===== src/rtl/eth_link_speed_detect_if.sv =====
// Link speed detector channel bundle.
// The bench drives it through master; the detector uses slave.
interface eth_link_speed_detect_if #(
  parameter int NUM_CH = 2
) ();
  logic [NUM_CH-1:0]   toggle_i;
  logic [NUM_CH-1:0]   force_en_i;
  logic [2*NUM_CH-1:0] force_speed_i;
  logic [2*NUM_CH-1:0] speed_o;
  logic [NUM_CH-1:0]   mii_select_o;
  logic [NUM_CH-1:0]   link_up_o;
  logic [NUM_CH-1:0]   speed_change_o;

  modport master (
    output toggle_i,
    output force_en_i,
    output force_speed_i,
    input  speed_o,
    input  mii_select_o,
    input  link_up_o,
    input  speed_change_o
  );

  modport slave (
    input  toggle_i,
    input  force_en_i,
    input  force_speed_i,
    output speed_o,
    output mii_select_o,
    output link_up_o,
    output speed_change_o
  );
endinterface


===== src/rtl/eth_link_speed_detect.sv =====
// Per-channel RGMII link speed detector.
// Counts rx toggles per reference window and classifies 10M/100M/1000M.
module eth_link_speed_detect #(
  parameter int NUM_CH       = 2,
  parameter int WINDOW_W     = 7,
  parameter int EDGE_TARGET  = 3,
  parameter int THRESH_100   = 32,
  parameter int CONFIRM      = 2,
  parameter int IDLE_WINDOWS = 4
) (
  input  logic clk,
  input  logic rst,
  eth_link_speed_detect_if.slave lsd
);

  localparam int EW = $clog2(EDGE_TARGET + 1);
  localparam int CW = $clog2(CONFIRM + 1);
  localparam int IW = $clog2(IDLE_WINDOWS + 1);

  localparam logic [1:0] SPD_10  = 2'b00;
  localparam logic [1:0] SPD_100 = 2'b01;
  localparam logic [1:0] SPD_1G  = 2'b10;

  for (genvar c = 0; c < NUM_CH; c++) begin : g_ch
    logic                prev_q;
    logic [WINDOW_W-1:0] ref_q, ref_d;
    logic [EW-1:0]       edge_q, edge_d;
    logic [1:0]          cand_q, cand_d;
    logic [CW-1:0]       conf_q, conf_d;
    logic [IW-1:0]       idle_q, idle_d;
    logic [1:0]          spd_q, spd_d;
    logic                link_q, link_d;
    logic                chg_q, chg_d;
    logic                mii_q;

    logic       tog;
    logic       edge_hit;
    logic       early;
    logic       expire;
    logic       dec_v;
    logic       idle_ev;
    logic       force_on;
    logic       conf_hit;
    logic       idle_drop;
    logic [1:0] dec;
    logic [1:0] fspd;

    always_comb begin
      tog      = lsd.toggle_i[c];
      force_on = lsd.force_en_i[c];
      edge_hit = tog ^ prev_q;
      early    = edge_q == EW'(EDGE_TARGET);
      expire   = (&ref_q) && !early;
      dec_v    = early || (expire && edge_q != '0);
      idle_ev  = expire && edge_q == '0;

      dec = SPD_10;
      if (early) begin
        dec = (ref_q >= WINDOW_W'(THRESH_100)) ? SPD_100 : SPD_1G;
      end

      // code 11 is not a valid speed; treat it as gigabit
      fspd = lsd.force_speed_i[2*c +: 2];
      if (fspd == 2'b11) begin
        fspd = SPD_1G;
      end

      ref_d  = ref_q + 1'b1;
      edge_d = edge_q + EW'(edge_hit);
      if (early || expire) begin
        ref_d  = '0;
        edge_d = '0;
      end

      cand_d = cand_q;
      conf_d = conf_q;
      idle_d = idle_q;
      if (dec_v) begin
        idle_d = '0;
        cand_d = dec;
        if (dec == cand_q) begin
          conf_d = (conf_q == CW'(CONFIRM)) ? conf_q : conf_q + 1'b1;
        end else begin
          conf_d = CW'(1);
        end
      end else if (idle_ev) begin
        conf_d = '0;
        if (idle_q != IW'(IDLE_WINDOWS)) begin
          idle_d = idle_q + 1'b1;
        end
      end

      conf_hit  = !force_on && dec_v && conf_d == CW'(CONFIRM);
      idle_drop = !force_on && idle_ev && idle_d == IW'(IDLE_WINDOWS);

      spd_d  = spd_q;
      link_d = link_q;
      chg_d  = 1'b0;
      unique case (1'b1)
        force_on: begin
          spd_d  = fspd;
          link_d = 1'b1;
          chg_d  = (fspd != spd_q) || !link_q;
        end
        conf_hit: begin
          spd_d  = dec;
          link_d = 1'b1;
          chg_d  = (dec != spd_q) || !link_q;
        end
        idle_drop: begin
          link_d = 1'b0;
        end
        default: ;
      endcase
    end

    always_ff @(posedge clk) begin
      if (rst) begin
        prev_q <= tog;
        ref_q  <= '0;
        edge_q <= '0;
        cand_q <= SPD_10;
        conf_q <= '0;
        idle_q <= '0;
        spd_q  <= SPD_1G;
        link_q <= 1'b0;
        chg_q  <= 1'b0;
        mii_q  <= 1'b0;
      end else begin
        prev_q <= tog;
        ref_q  <= ref_d;
        edge_q <= edge_d;
        cand_q <= cand_d;
        conf_q <= conf_d;
        idle_q <= idle_d;
        spd_q  <= spd_d;
        link_q <= link_d;
        chg_q  <= chg_d;
        mii_q  <= spd_d != SPD_1G;
      end
    end

    assign lsd.speed_o[2*c +: 2]  = spd_q;
    assign lsd.mii_select_o[c]    = mii_q;
    assign lsd.link_up_o[c]       = link_q;
    assign lsd.speed_change_o[c]  = chg_q;
  end

endmodule


===== src/flat_wrapper.sv =====
// flat-port wrapper written by rule: the top's interface ports become plain ports
module eth_link_speed_detect_flat 
#(
  parameter int NUM_CH       = 2,
  parameter int WINDOW_W     = 7,
  parameter int EDGE_TARGET  = 3,
  parameter int THRESH_100   = 32,
  parameter int CONFIRM      = 2,
  parameter int IDLE_WINDOWS = 4
)
  (clk, rst, lsd_toggle_i, lsd_force_en_i, lsd_force_speed_i, lsd_speed_o, lsd_mii_select_o, lsd_link_up_o, lsd_speed_change_o);
  eth_link_speed_detect_if #(.NUM_CH(NUM_CH)) lsd_i ();
  input  logic clk;
  input  logic rst;
  input wire logic [$bits(lsd_i.toggle_i)-1:0] lsd_toggle_i;
  input wire logic [$bits(lsd_i.force_en_i)-1:0] lsd_force_en_i;
  input wire logic [$bits(lsd_i.force_speed_i)-1:0] lsd_force_speed_i;
  output wire logic [$bits(lsd_i.speed_o)-1:0] lsd_speed_o;
  output wire logic [$bits(lsd_i.mii_select_o)-1:0] lsd_mii_select_o;
  output wire logic [$bits(lsd_i.link_up_o)-1:0] lsd_link_up_o;
  output wire logic [$bits(lsd_i.speed_change_o)-1:0] lsd_speed_change_o;
  assign lsd_i.toggle_i = lsd_toggle_i;
  assign lsd_i.force_en_i = lsd_force_en_i;
  assign lsd_i.force_speed_i = lsd_force_speed_i;
  assign lsd_speed_o = lsd_i.speed_o;
  assign lsd_mii_select_o = lsd_i.mii_select_o;
  assign lsd_link_up_o = lsd_i.link_up_o;
  assign lsd_speed_change_o = lsd_i.speed_change_o;
  eth_link_speed_detect #(.NUM_CH(NUM_CH), .WINDOW_W(WINDOW_W), .EDGE_TARGET(EDGE_TARGET), .THRESH_100(THRESH_100), .CONFIRM(CONFIRM), .IDLE_WINDOWS(IDLE_WINDOWS)) u_core (.clk(clk), .rst(rst), .lsd(lsd_i));
endmodule

===== config.mk =====
export PLATFORM = sky130hd
export DESIGN_NAME = eth_link_speed_detect_flat
export DESIGN_NICKNAME = d
export VERILOG_FILES = /design/src/rtl/eth_link_speed_detect_if.sv /design/src/rtl/eth_link_speed_detect.sv /design/src/flat_wrapper.sv
export SDC_FILE = /design/constraint.sdc
export NUM_CORES = 1
export LEC_CHECK = 0
export CAP_MARGIN = 20
export CELL_PAD_IN_SITES_DETAIL_PLACEMENT = 1
export CELL_PAD_IN_SITES_GLOBAL_PLACEMENT = 1
export CORE_MARGIN = 1
export CORE_UTILIZATION = 46
export DETAILED_ROUTE_END_ITERATION = 10
export GPL_TIMING_DRIVEN = 0
export PLACE_DENSITY = 0.86
export SLEW_MARGIN = 40
export SYNTH_ARGS = -nofsm -noshare
export SYNTH_HDL_FRONTEND = slang
export SYNTH_SLANG_ARGS = --single-unit
export TNS_END_PERCENT = 30

===== constraint.sdc =====
create_clock -name clk -period 5.9 [get_ports clk]
set_input_delay 0.885 -clock clk [delete_from_list [all_inputs] [get_ports clk]]
set_output_delay 0.885 -clock clk [all_outputs]
set_load 0.01 [all_outputs]

# Word level (Yosys, flattened, before mapping)
# Cells that the tools add are included.
dict set report totals {
  out_inout_bits 10
  wordCells 118
  reg_bits 44
  inputBits 10
}
dict set report classes {
  magnitude_cmp 2
  n_bitwise 2
  eq_ne 20
  add_sub_neg 8
  mux 26
  n_reduce_logical 40
}
# op n
set ops {}
lappend ops {{$mux 2} 14}
lappend ops {{$mux 3} 6}
lappend ops {{$eq 2x2->1 const B} 8}
lappend ops {{$add 7x1->7 const B} 2}
lappend ops {{$ge 7x6->1 const B} 2}
lappend ops {{$logic_and 1x1->1} 14}
lappend ops {{$reduce_and 7->1} 2}
lappend ops {{$logic_or 1x1->1} 8}
lappend ops {{$ne 2x2->1} 4}
lappend ops {{$pmux 1 s2} 4}
lappend ops {{$pmux 2 s2} 2}
lappend ops {{$reduce_bool 2->1} 4}
lappend ops {{$reduce_or 2->1} 4}
lappend ops {{$add 3x1->3 const B} 2}
lappend ops {{$eq 3x3->1 const B} 2}
lappend ops {{$logic_not 1->1} 6}
lappend ops {{$ne 3x3->1 const B} 2}
lappend ops {{$add 2x1->2} 2}
lappend ops {{$add 2x1->2 const B} 2}
lappend ops {{$eq 2x2->1} 2}
lappend ops {{$logic_not 2->1} 2}
lappend ops {{$ne 2x2->1 const B} 2}
lappend ops {{$xor 1x1->1} 2}

# Depth between registers and ports, before layout
# Gate-level depths: netlist (run 1).
dict set report logic_depth {
  word_depth 10
  mapped_depth 8
}

# Worst setup path before layout (run 1)
# Ideal clock, no wire load.
dict set report synth_timing {
  path_type {register to register}
  startpoint {register u_core.g_ch[0].ref_q[0]}
  endpoint {register u_core.g_ch[0].mii_q}
  period_less_slack_ps 1985
  arrival_time_ps 1868
  required_time_ps 5783
  setup_slack_ps 3915
  stages_incl_launch_ff 9
  cell_sequence {dfxtp_1 > ha_1 > and3_4 > buf_6 > a21o_1 > o221a_4 > a211oi_4 > mux2i_1 > a22o_1}
}
dict set report synth_via {
  elab_chain_len 10
  elab_cells_between_ends 17
}
# element line_no
set synth_lines {}
lappend synth_lines {{start, declared} eth_link_speed_detect.sv:26} ;# logic [WINDOW_W-1:0] ref_q, ref_d;
lappend synth_lines {{start signal, assigned} eth_link_speed_detect.sv:131} ;# ref_q <= ref_d;
lappend synth_lines {{$ge 7x6->1} eth_link_speed_detect.sv:59} ;# dec = (ref_q >= WINDOW_W'(THRESH_100)) ? SPD_100 : SPD_1G;
lappend synth_lines {{$mux 2} eth_link_speed_detect.sv:59}
lappend synth_lines {{$mux 2} eth_link_speed_detect.sv:58} ;# if (early) begin
lappend synth_lines {{$eq 2x2->1} eth_link_speed_detect.sv:81} ;# if (dec == cand_q) begin
lappend synth_lines {{$mux 2} eth_link_speed_detect.sv:81}
lappend synth_lines {{$mux 2} eth_link_speed_detect.sv:78} ;# if (dec_v) begin
lappend synth_lines {{$eq 2x2->1} eth_link_speed_detect.sv:93} ;# conf_hit = !force_on && dec_v && conf_d == CW'(CONFIRM);
lappend synth_lines {{$logic_and 1x1->1} eth_link_speed_detect.sv:93}
lappend synth_lines {{$pmux 2 s2 *} eth_link_speed_detect.sv:99} ;# unique case (1'b1)
lappend synth_lines {{$ne 2x2->1 *} eth_link_speed_detect.sv:139} ;# mii_q <= spd_d != SPD_1G;
lappend synth_lines {{end signal, assigned} eth_link_speed_detect.sv:128} ;# mii_q <= 1'b0;
lappend synth_lines {{end signal, assigned} eth_link_speed_detect.sv:139}
lappend synth_lines {{end, declared} eth_link_speed_detect.sv:34} ;# logic mii_q;
# Mark *: on every way between the ends. The rest lies on a longest branch, timed or not.
# A chain may end at the register's enable or synchronous reset.

# Worst setup path after layout (run 1)
dict set report layout_timing {
  startpoint {register u_core.g_ch[0].link_q}
  endpoint {output lsd_link_up_o[0]}
}
# element line_no
set layout_rtl {}
lappend layout_rtl {{start, declared} eth_link_speed_detect.sv:32} ;# logic link_q, link_d;
lappend layout_rtl {{start signal, assigned} eth_link_speed_detect.sv:137} ;# link_q <= link_d;
lappend layout_rtl {{end, declared} flat_wrapper.sv:20} ;# output wire logic [$bits(lsd_i.link_up_o)-1:0] lsd_link_up_o;
# No word-level cell between the ends.

==> metrics, run 1 <==
Final setup viols 0; GRT Overall Usage a little over a fifth; reg-to-reg slack, setup about 3.6 ns; minimum clock period between 2 and 2.5 ns; headroom to the max-slew limit a little under two thirds; Root Buffer clkbuf_8; post-CTS sizing 0; Hold Crit Depth 1; mapped cell area roughly 2300 µm²; Clock H-tree levels 2; RD Place Congestion 0.7874; Psw between 0.00015 and 0.0002 W; average cell area after synthesis between 8 and 9 µm²; diode count 0; hold_buf cts 0; slew at the pin closest to its max-slew limit 0.5421 ns; Reg power frac between 50% and 60%; initial core utilization 47.74%; Ports 20; Critical Path, Cell by Cell buf_4 -> clkdlybuf4s50_1; Synth Flop Type dfxtp_1; status complete, no violations; Largest stage delay, worst path roughly 0.52 ns; final wirelength 5.080 mm; CTS tree yes; vias in the first global route around 1900; Final nets around 310; Critical Path AT around 1.4 ns; Hold Crit Start u_core.g_ch[1].ref_q[0]; Worst R2R End u_core.g_ch[0].link_q; Fmax 432.0 MHz; initial antenna violation count 0; Slew Viols, Final 0; final critical-path share of the clock period between 30% and 40%; Net Count, Synth roughly 280; Post-DRT Antenna Nets 0; share of flip-flops with an asynchronous set or reset 0%; most common cell after layout, fill and taps aside dfxtp_1; Leak 1.049 nW; DIE WIDTH ~72 µm; critical path capture point type output port; commonest cells after routing, fill and taps aside 44 x dfxtp_1, 38 x nor2_1, 18 x inv_1, 18 x nand2_1, 18 x clkdlybuf4s50_1; CTS Sinks 44; Worst R2R Path Depth 7; CTS clk-pin slew, worst paths 0.08 ns; RSZ-0062 raised after global routing false; maximum vdd drop roughly 0.12 mV; Vias about 1900; Gate power share ~15%; number of vias per cell 5.465; CTS Buf Count 5; detail-routed net length per standard cell approximately 14 µm; Synth Register Bits 44; Port Buffers 18; synth unique cells 52; CP top delay family buffers and inverters; Required @ worst endpoint around 5 ns; gr ovfl total 0; pwr dens 236.4 nW/µm²; core box area about 4700 µm²; Hold Path Class register to register; DP HPWL approximately 3.8 mm; switch share 26.38%; standard-cell rows 25; maximum clock path buffer count 2; first-pass GRT wire length just under 9 mm; largest net degree at the start of global routing 13; Slowest cell on crit path clkdlybuf4s50_1; Worst-Skew Late Latency about 0.3 ns; final hold violations 0; Clock Power Share 31.8%; Setup TNS Final 0 ns; layout overhead on the synthesized area 15.70%; Layout Utilization between 50% and 60%; internal power about 0.00045 W; post-CTS setup buffers 0; Die ar. between 5000 and 6000 µm²; Crit Path Max Fanout 5; Reg2Reg Launch Point u_core.g_ch[0].ref_q[0]; share of cells above drive strength 1 under 10%; Cells after Synth approximately 260; critical path startpoint u_core.g_ch[0].link_q; CP Class register to output port; EDFF count, synth 0; die height ~70 µm; WHS Endpoint u_core.g_ch[1].ref_q[0]; DRC 0; total of max-cap violations 0; Buf+Inv Stages, Crit Path 2; Ys Warns 0; initial drt markers 67; clock skew slightly below 0.006 ns; DR pass1 iterations 4; sequential area share after synthesis roughly 39%; CP Launch Type register
[layer usage]
| layer | up-vias | global-route usage (%) | wire [µm] |
|---|---|---|---|
| met2 | 23 | 38.68 | 2580 |
| met5 | - | 0 | 0 |
| li1 | 957 | - | - |
| met4 | 0 | 8.932 | 139 |
| met1 | 950 | 25.54 | 2240 |
| met3 | 10 | 4.306 | 120 |
[logic make-up after synthesis]
family	count (synthesis)	share of synthesized area [%]
AND/OR/NAND/NOR	101	22.59
AO/OA/AOI/OAI	55	17.15
flip-flops	44	39.07
buffers and inverters	31	6.603
XOR/XNOR	15	5.827
adder cells (fa/ha/maj)	10	5.549
multiplexers	6	3.219
[stage by stage]
stage | hold WS [ns] | power [W] | cells | instance area [µm²] | setup slack, ns
final | 0.4422 | 0.0006168 | 355 | 2609 | 3.585
after detailed placement | 0.4330 | 0.0004276 | 347 | 2519 | 3.375
after global placement | 0.4277 | 0.0004225 | 347 | 2519 | 3.401
after floorplan | 0.4132 | 0.0003927 | 262 | 2255 | 3.915
after CTS | 0.4448 | 0.0006250 | 355 | 2609 | 3.570
after global routing | 0.4799 | 0.0006474 | 355 | 2609 | 3.525
[sequential cells by signal (all words and copies together) (netlist names)]
signal,flops
u_core.g_ch.ref_q,14
u_core.g_ch.idle_q,6
u_core.g_ch.cand_q,4
u_core.g_ch.conf_q,4
u_core.g_ch.edge_q,4
u_core.g_ch.spd_q,4
u_core.g_ch.chg_q,2
u_core.g_ch.link_q,2
u_core.g_ch.mii_q,2
u_core.g_ch.prev_q,2
[power groups by stage]
stage	registers, W	logic, W	clock network [W]
floorplan	0.000330	0.0000628	0
global placement	0.000332	0.0000905	0
detailed placement	0.000333	0.0000944	0
CTS	0.000326	0.0000954	0.000203
global route	0.000329	0.000106	0.000212
finish	0.000326	0.0000941	0.000196
[worst reg2reg max path: cells and delay by family, from the launching register on]
kind,cells,cell delay (ns)
compound gates,2,0.70
fa+ha+maj,1,0.22
buf+inv,1,0.11
flops,1,0.36
simple gates,3,0.75
[worst max-delay path by stage]
stage	to	slack [ns]	cells after the start
floorplan	u_core.g_ch[0].mii_q	3.92	8
global placement	u_core.g_ch[1].link_q	3.40	6
detailed placement	u_core.g_ch[1].link_q	3.38	6
CTS	lsd_link_up_o[0]	3.57	2
global route	lsd_link_up_o[0]	3.52	2
finish	lsd_link_up_o[0]	3.59	2
[final cells by class]
| class | instances | area (µm²) |
|---|---|---|
| Tap cell | 67 | 83.83 |
| Clock buffer | 8 | 90.09 |
| Buffer | 12 | 77.57 |
| Inverter | 19 | 71.32 |
| Multi-Input combinational cell | 187 | 1225 |
| Fill cell | 567 | 2115 |
| Timing Repair Buffer | 18 | 180.2 |
| Sequential cell | 44 | 880.8 |
[Yosys cell counts (3+ instances only)]
cell type  number  share of area, %
a211oi_1        3               1.0
a21oi_1        15               3.3
and2_1          4               1.1
and3_1          9               2.5
buf_4           6               2.0
clkbuf_1        3              0.50
dfxtp_1        44                39
ha_1           10               5.5
inv_1          18               3.0
mux2i_1         5               2.2
nand2_1        18               3.0
nand3_1         9               2.0
nor2_1         38               6.3
nor3_1          4              0.89
o211ai_1        3               1.0
o21ai_0         8               1.8
o21ai_1         5               1.1
xnor2_1        10               3.9
xor2_1          5               1.9
No activity file was read; power rests on OpenSTA's default activity.
==> inputs of run 2 (changes only) <==
--- a/config.mk
+++ b/config.mk
@@ -9,10 +9,10 @@
 export CELL_PAD_IN_SITES_DETAIL_PLACEMENT = 1
 export CELL_PAD_IN_SITES_GLOBAL_PLACEMENT = 1
 export CORE_MARGIN = 1
-export CORE_UTILIZATION = 46
+export CORE_UTILIZATION = 43
 export DETAILED_ROUTE_END_ITERATION = 10
 export GPL_TIMING_DRIVEN = 0
-export PLACE_DENSITY = 0.86
+export PLACE_DENSITY = 0.81
 export SLEW_MARGIN = 40
 export SYNTH_ARGS = -nofsm -noshare
 export SYNTH_HDL_FRONTEND = slang
==> constraint.sdc (replaced) <==
create_clock -name clk -period 2.15 [get_ports clk]
set_input_delay 0.3225 -clock clk [delete_from_list [all_inputs] [get_ports clk]]
set_output_delay 0.3225 -clock clk [all_outputs]
set_load 0.01 [all_outputs]
==> run 2 against run 1 <==
First-iteration DRC count shrank 15%. Die area grew 6.8%. Critical path type is now register to register. Sequential power grew to 2.8 times the previous value. Wire length grew 1.0%. Final cell count grew 1.1%. Sequential share of layout area shrank 1.3 points. Largest power group unchanged. Highest routed layer unchanged. Worst hold slack lost 0.0029 ns. Utilization grew 0.64 points. Power grew to 2.8 times the previous value. Largest cell class unchanged. Non-clock buffer count grew 4. Combinational power grew to 3.1 times the previous value.
==> metrics, run 2 (synthesized netlist as in run 1, its figures left out) <==
status complete, no violations; initial core utilization 46.21% (-1.5 points); hold_ws 0.4393 ns (-0.002901 ns); most common cell after layout, fill and taps aside dfxtp_1; Psw 0.0004487 W (+180%); largest net degree at the start of global routing 13 (unchanged); Post-Place Worst Slack -0.04415 ns (-3.419 ns); CP Launch Type register; first-pass GRT wire length 8.473 mm (-4.1%); CTS clk-pin slew, worst paths 0.08 ns (about the same); largest registers u_core.g_ch.ref_q (14), u_core.g_ch.idle_q (6); CTS tree yes; CTS Buf Count 5 (unchanged); Ports 20 (unchanged); hold_buf cts 0 (unchanged); commonest cells after routing, fill and taps aside 43 x dfxtp_1, 38 x nor2_1, 18 x inv_1, 18 x nand2_1, 18 x clkdlybuf4s50_1; headroom to the max-slew limit 66.26% (+2.4 points); switch share 26.14% (-0.24 points); internal power 0.001268 W (+180%); Vias 1926 (-0.72%); max FFs per register 14 (unchanged); Fillers 594 (+4.8%); minimum clock period 2.038 ns; Post-DRT Antenna Nets 0 (unchanged); RD Place Congestion 0.7956 (+1.0%); diode count 0 (unchanged); DP HPWL 3.667 mm (-3.9%); Hold Path Class register to register; final hold violations 0 (unchanged); Clock Power Share 30.9% (-0.9 points); Gate power share 16.8% (+1.5 points); number of vias per cell 5.365 (-1.8%); Fmax between 400 and 500 MHz; Post-Place Cells 347 (unchanged); maximum vdd drop 0.4034 mV (+250%); gr ovfl total 0 (unchanged); Slew Viols, Final 0 (unchanged); Critical Path AT 2.28 ns (+0.85 ns); Leak 1.131 nW (+7.8%); slew at the pin closest to its max-slew limit 0.5061 ns (-0.03599 ns); Port Buffers 18 (unchanged); DR pass1 iterations 3 (-1); DIE WIDTH 74.41 µm (+3.3%); reg-to-reg slack, setup 0.11 ns (-3.52 ns); post-route insts no fill 359 (+1.1%); Final setup viols 0 (unchanged); Crit Path Max Fanout 5 (unchanged); clock skew 0.005993 ns (+0.0001095 ns); Clock H-tree levels 2 (unchanged); layout overhead on the synthesized area 20.92%; Reg power frac 52.3% (-0.6 points); final critical-path share of the clock period 94.80%; Final nets 311 (+1.3%); Root Buffer clkbuf_8; Top reg by flops u_core.g_ch.ref_q; die height 74.41 µm (+3.3%); initial drt markers 57 (-15%); DRC 0 (unchanged); Worst-Skew Late Latency 0.30 ns (about the same); Die ar. 5537 µm² (+6.8%); detail-routed net length per standard cell 14.30 µm (about the same); vias in the first global route 1878 (-3.2%); critical path capture point type register; pwr dens 629.5 nW/µm² (+170%); total of max-cap violations 0 (unchanged); Required @ worst endpoint 2.39 ns (-2.63 ns); Worst Slack Setup Final 0.1118 ns (-3.473 ns); standard-cell rows 25 (unchanged); core box area 4880 µm² (+3.3%); share of cells above drive strength 1 12.33% (+5.0 points); CP Class register to register; initial antenna violation count 0 (unchanged); CTS Sinks 44 (unchanged); maximum clock path buffer count 2 (unchanged); GRT Overall Usage 20.11% (-1.6 points); final wirelength 5.133 mm (+1.0%)
==> run 2: cell count changes in the layout (fill, tap and decap cells not counted), sizes merged <==
cell / previous run / this run
buf: 9 / 12
clkbuf: 11 / 12
==> run 2: power by group through the flow <==
stage / sequential [W] / clock, W / combinational [W]
CTS: 0.000894 / 0.000555 / 0.000269
global placement: 0.000912 / 0 / 0.000250
floorplan: 0.000905 / 0 / 0.000172
global route: 0.000904 / 0.000586 / 0.000323
finish: 0.000897 / 0.000530 / 0.000289
detailed placement: 0.000913 / 0 / 0.000257
==> run 2: what timing repair did <==
action,4_1_cts,5_1_grt
gates cloned,0,0
endpoints found under the hold margin,0,0
buffers inserted,2,3
pin swaps,3,8
gates resized for setup,5,14
endpoints found under the setup margin,7,9
==> run 2: path summary, 6_finish.rpt <==
kind,from,cells after the start,to
worst max-delay path,u_core.g_ch[0].ref_q[0],7,u_core.g_ch[0].mii_q
worst min-delay path,u_core.g_ch[0].ref_q[0],1,u_core.g_ch[0].ref_q[0]
worst max register to register,u_core.g_ch[0].ref_q[0],7,u_core.g_ch[0].mii_q
worst min register to register,u_core.g_ch[0].ref_q[0],1,u_core.g_ch[0].ref_q[0]
==> run 2: critical path, stage by stage, from the launching register on <==
cell and delay, ns:
dfxtp_4 0.36, ha_4 0.16, and3_4 0.20, a21o_4 0.22, o221a_4 0.23, a211oi_4 0.37, mux2i_2 0.29, a22o_1 0.16
==> run 2: final cells by class <==
cell class / count / area (µm²) / share of cell area [%]
Buffer: 11 / 68.82 / 2.524
Clock buffer: 8 / 90.09 / 3.304
Inverter: 19 / 71.32 / 2.616
Multi-Input combinational cell: 187 / 1310 / 48.05
Sequential cell: 44 / 884.6 / 32.45
Tap cell: 67 / 83.83 / 3.075
Timing Repair Buffer: 23 / 217.7 / 7.985
==> run 2: stage by stage <==
| stage | setup TNS, ns | util, % | total power, W | instance area [µm²] |
|---|---|---|---|---|
| 2_1_floorplan | 0 | - | 0.001078 | 2255 |
| 3_3_place_gp | -0.09316 | 51.62 | 0.001162 | 2519 |
| 3_5_place_dp | -0.1038 | 51.62 | 0.001170 | 2519 |
| 4_1_cts | -0.0005127 | 54.26 | 0.001718 | 2648 |
| 5_1_grt | -0.04548 | 55.87 | 0.001813 | 2726 |
| 6_report | 0 | 55.87 | 0.001716 | 2726 |
==> run 2: routing by layer <==
layer  track usage, %  up-vias  wire length, µm
li1                 -      967                -
met1            23.59      933             2350
met2            36.24       20             2597
met3            4.472        6              114
met4            6.289        0               71
met5                0        -                0
==> inputs of run 3 (changes only) <==
--- a/config.mk
+++ b/config.mk
@@ -6,13 +6,11 @@
 export NUM_CORES = 1
 export LEC_CHECK = 0
 export CAP_MARGIN = 20
-export CELL_PAD_IN_SITES_DETAIL_PLACEMENT = 1
-export CELL_PAD_IN_SITES_GLOBAL_PLACEMENT = 1
 export CORE_MARGIN = 1
-export CORE_UTILIZATION = 43
+export CORE_UTILIZATION = 57
 export DETAILED_ROUTE_END_ITERATION = 10
 export GPL_TIMING_DRIVEN = 0
-export PLACE_DENSITY = 0.81
+export PLACE_DENSITY = 0.82
 export SLEW_MARGIN = 40
 export SYNTH_ARGS = -nofsm -noshare
 export SYNTH_HDL_FRONTEND = slang
==> constraint.sdc (replaced) <==
create_clock -name clk -period 2.15 [get_ports clk]
set_input_delay 0.3225 -clock clk [delete_from_list [all_inputs] [get_ports clk]]
set_output_delay 0.3225 -clock clk [all_outputs]
set_load 0.02 [all_outputs]
==> run 3 against run 2 <==
Utilization increased by 15 points. Global-route usage increased by 2.6 points. Clock power decreased by 7.4%. Non-clock buffer count decreased by 2. Final cell count decreased by 6.1%. Clock-buffer cell count decreased by 2. Worst setup slack got worse by 0.055 ns. Flip-flop and latch count unchanged. Critical path type unchanged. Critical endpoint is now u_core.g_ch[1].link_q. Largest cell class unchanged. Highest routed layer unchanged.
==> metrics, run 3 (synthesized netlist as in run 1, its figures left out) <==
standard-cell rows 22 (-12%); Setup TNS Final 0 ns (unchanged); CTS Sinks 44 (unchanged); RSZ-0062 raised after global routing true; Reg2Reg Launch Point u_core.g_ch[1].ref_q[0]; vias in the first global route 1732 (-7.8%); maximum clock path buffer count 2 (unchanged); critical path capture point type register; CP Launch Type register; pwr dens 628.3 nW/µm² (-0.20%); Final nets 309 (-0.64%); reg-to-reg slack, setup 0.06 ns (-0.06 ns); first-pass GRT wire length 7.362 mm (-13%); initial antenna violation count 0 (unchanged); Worst R2R Path Depth 7 (unchanged); Worst-Skew Late Latency 0.30 ns (about the same); Worst R2R End u_core.g_ch[1].link_q; Ports 20 (unchanged); commonest cells after routing, fill and taps aside 44 x dfxtp_1, 38 x nor2_1, 18 x inv_1, 18 x nand2_1, 18 x clkdlybuf4s50_1; final wirelength 4.397 mm (-14%); minimum clock period 2.093 ns (+0.05508 ns); Fmax 477.7 MHz (-2.6%); CTS clk-pin slew, worst paths 0.08 ns (about the same); Required @ worst endpoint 2.35 ns (-0.04 ns); gr ovfl total 0 (unchanged); hold_buf cts 0 (unchanged); Hold Path Class register to register; Final setup viols 0 (unchanged); Slew Viols, Final 0 (unchanged); Post-DRT Antenna Nets 0 (unchanged); diode count 0 (unchanged); CTS tree yes; Critical Path AT 2.29 ns (about the same); Root Buffer clkbuf_8; Post-Place Cells 328 (-5.5%); Vias 1895 (-1.6%); largest registers u_core.g_ch.ref_q (14), u_core.g_ch.idle_q (6); initial core utilization 60.67% (+14 points); post-route insts no fill 337 (-6.1%); Fillers 315 (-47%); Final Cell Area 2644 µm² (-3.0%); Leak 1.071 nW (-5.3%); CTS Buf Count 5 (unchanged); number of vias per cell 5.623 (+4.8%); DIE WIDTH 64.90 µm (-13%); DP HPWL 3.139 mm (-14%); clock skew 0.009076 ns (+0.003083 ns); CP Class register to register; Clock H-tree levels 2 (unchanged); total of max-cap violations 0 (unchanged); maximum vdd drop 0.4747 mV (+18%); critical path startpoint u_core.g_ch[1].ref_q[0]; initial drt markers 107 (+88%); max FFs per register 14 (unchanged); detail-routed net length per standard cell 13.05 µm (-8.7%); DR pass1 iterations 4 (+1); headroom to the max-slew limit 67.17% (+0.91 points); most common cell after layout, fill and taps aside dfxtp_1; share of cells above drive strength 1 11.42% (-0.91 points); RD Place Congestion 0.8551 (+7.5%); Top reg by flops u_core.g_ch.ref_q; final critical-path share of the clock period 97.36% (+2.6 points); core box area 3716 µm² (-24%); slew at the pin closest to its max-slew limit 0.4924 ns (-0.01370 ns); status complete, no violations; Port Buffers 18 (unchanged); Die ar. 4211 µm² (-24%); DRC 0 (unchanged); layout overhead on the synthesized area 17.26%; Total Power 0.001661 W (-3.2%); Layout Utilization 71.14% (+15 points); final hold violations 0 (unchanged); Cell Area, Placed 2495 µm² (-0.94%); die height 64.90 µm (-13%); crit path to u_core.g_ch[1].link_q; GRT Overall Usage 22.71% (+2.6 points); Crit Path Max Fanout 4 (-1); largest net degree at the start of global routing 13 (unchanged)
run 3: cell types whose count changed in the layout (fill, tap and decap cells not counted), sizes merged:
cell and change:
clkbuf -2, clkinv +1, buf -2
run 3: where the power goes:
| group | internal, W | switching [W] |
|---|---|---|
| Sequential | 0.000859 | 0.0000354 |
| Combinational | 0.000135 | 0.000141 |
| Clock | 0.000221 | 0.000270 |
run 3: critical path, stage by stage (launching register included):
cell and delay (ns):
dfxtp_1 0.35, ha_1 0.23, and3_1 0.25, nand4_1 0.22
a21oi_1 0.31, mux2i_1 0.24, nor3_1 0.08, o31a_1 0.31
run 3: layout make-up:
class / count / area [µm²] / area share, %
buffer: 12 / 80.08 / 3.029
timing repair buffer: 20 / 195.2 / 7.383
sequential: 44 / 880.8 / 33.32
clock buffer: 6 / 72.57 / 2.745
clock inverter: 1 / 5.005 / 0.1893
inverter: 19 / 71.32 / 2.698
multi-input combinational: 187 / 1279 / 48.37
tap: 48 / 60.06 / 2.272
run 3: worst min-delay path by stage:
| stage | from | endpoint | depth (start not counted) |
|---|---|---|---|
| 2_1_floorplan | lsd_toggle_i[0] | u_core.g_ch[0].prev_q | 0 |
| 3_3_place_gp | u_core.g_ch[0].ref_q[0] | u_core.g_ch[0].ref_q[0] | 1 |
| 3_5_place_dp | u_core.g_ch[1].ref_q[0] | u_core.g_ch[1].ref_q[0] | 1 |
| 4_1_cts | u_core.g_ch[1].ref_q[0] | u_core.g_ch[1].ref_q[0] | 1 |
| 5_1_grt | u_core.g_ch[0].ref_q[0] | u_core.g_ch[0].ref_q[0] | 1 |
| 6_report | u_core.g_ch[0].ref_q[0] | u_core.g_ch[0].ref_q[0] | 1 |
run 3: timing repair:
| item | 4_1_cts | 5_1_grt |
|---|---|---|
| setup endpoints to repair | 2 | 9 |
| gates cloned | 0 | 0 |
| buffers inserted | 0 | 2 |
| pin swaps | 1 | 2 |
| gates resized for setup | 2 | 11 |
run 3: metal layers:
| metal | track usage [%] | wire length [µm] |
|---|---|---|
| met1 | 26.15 | 2024 |
| met2 | 38.54 | 2146 |
| met3 | 6.162 | 160 |
| met4 | 10.83 | 66 |
| met5 | 0 | 0 |
run 3: metrics by stage:
step | hold WS [ns] | setup slack [ns]
6_report | 0.4482 | 0.05672
3_5_place_dp | 0.4351 | 0.01147
4_1_cts | 0.4450 | 0.01098
3_3_place_gp | 0.4298 | 0.01041
5_1_grt | 0.4751 | -0.04386
2_1_floorplan | 0.3502 | 0.1653
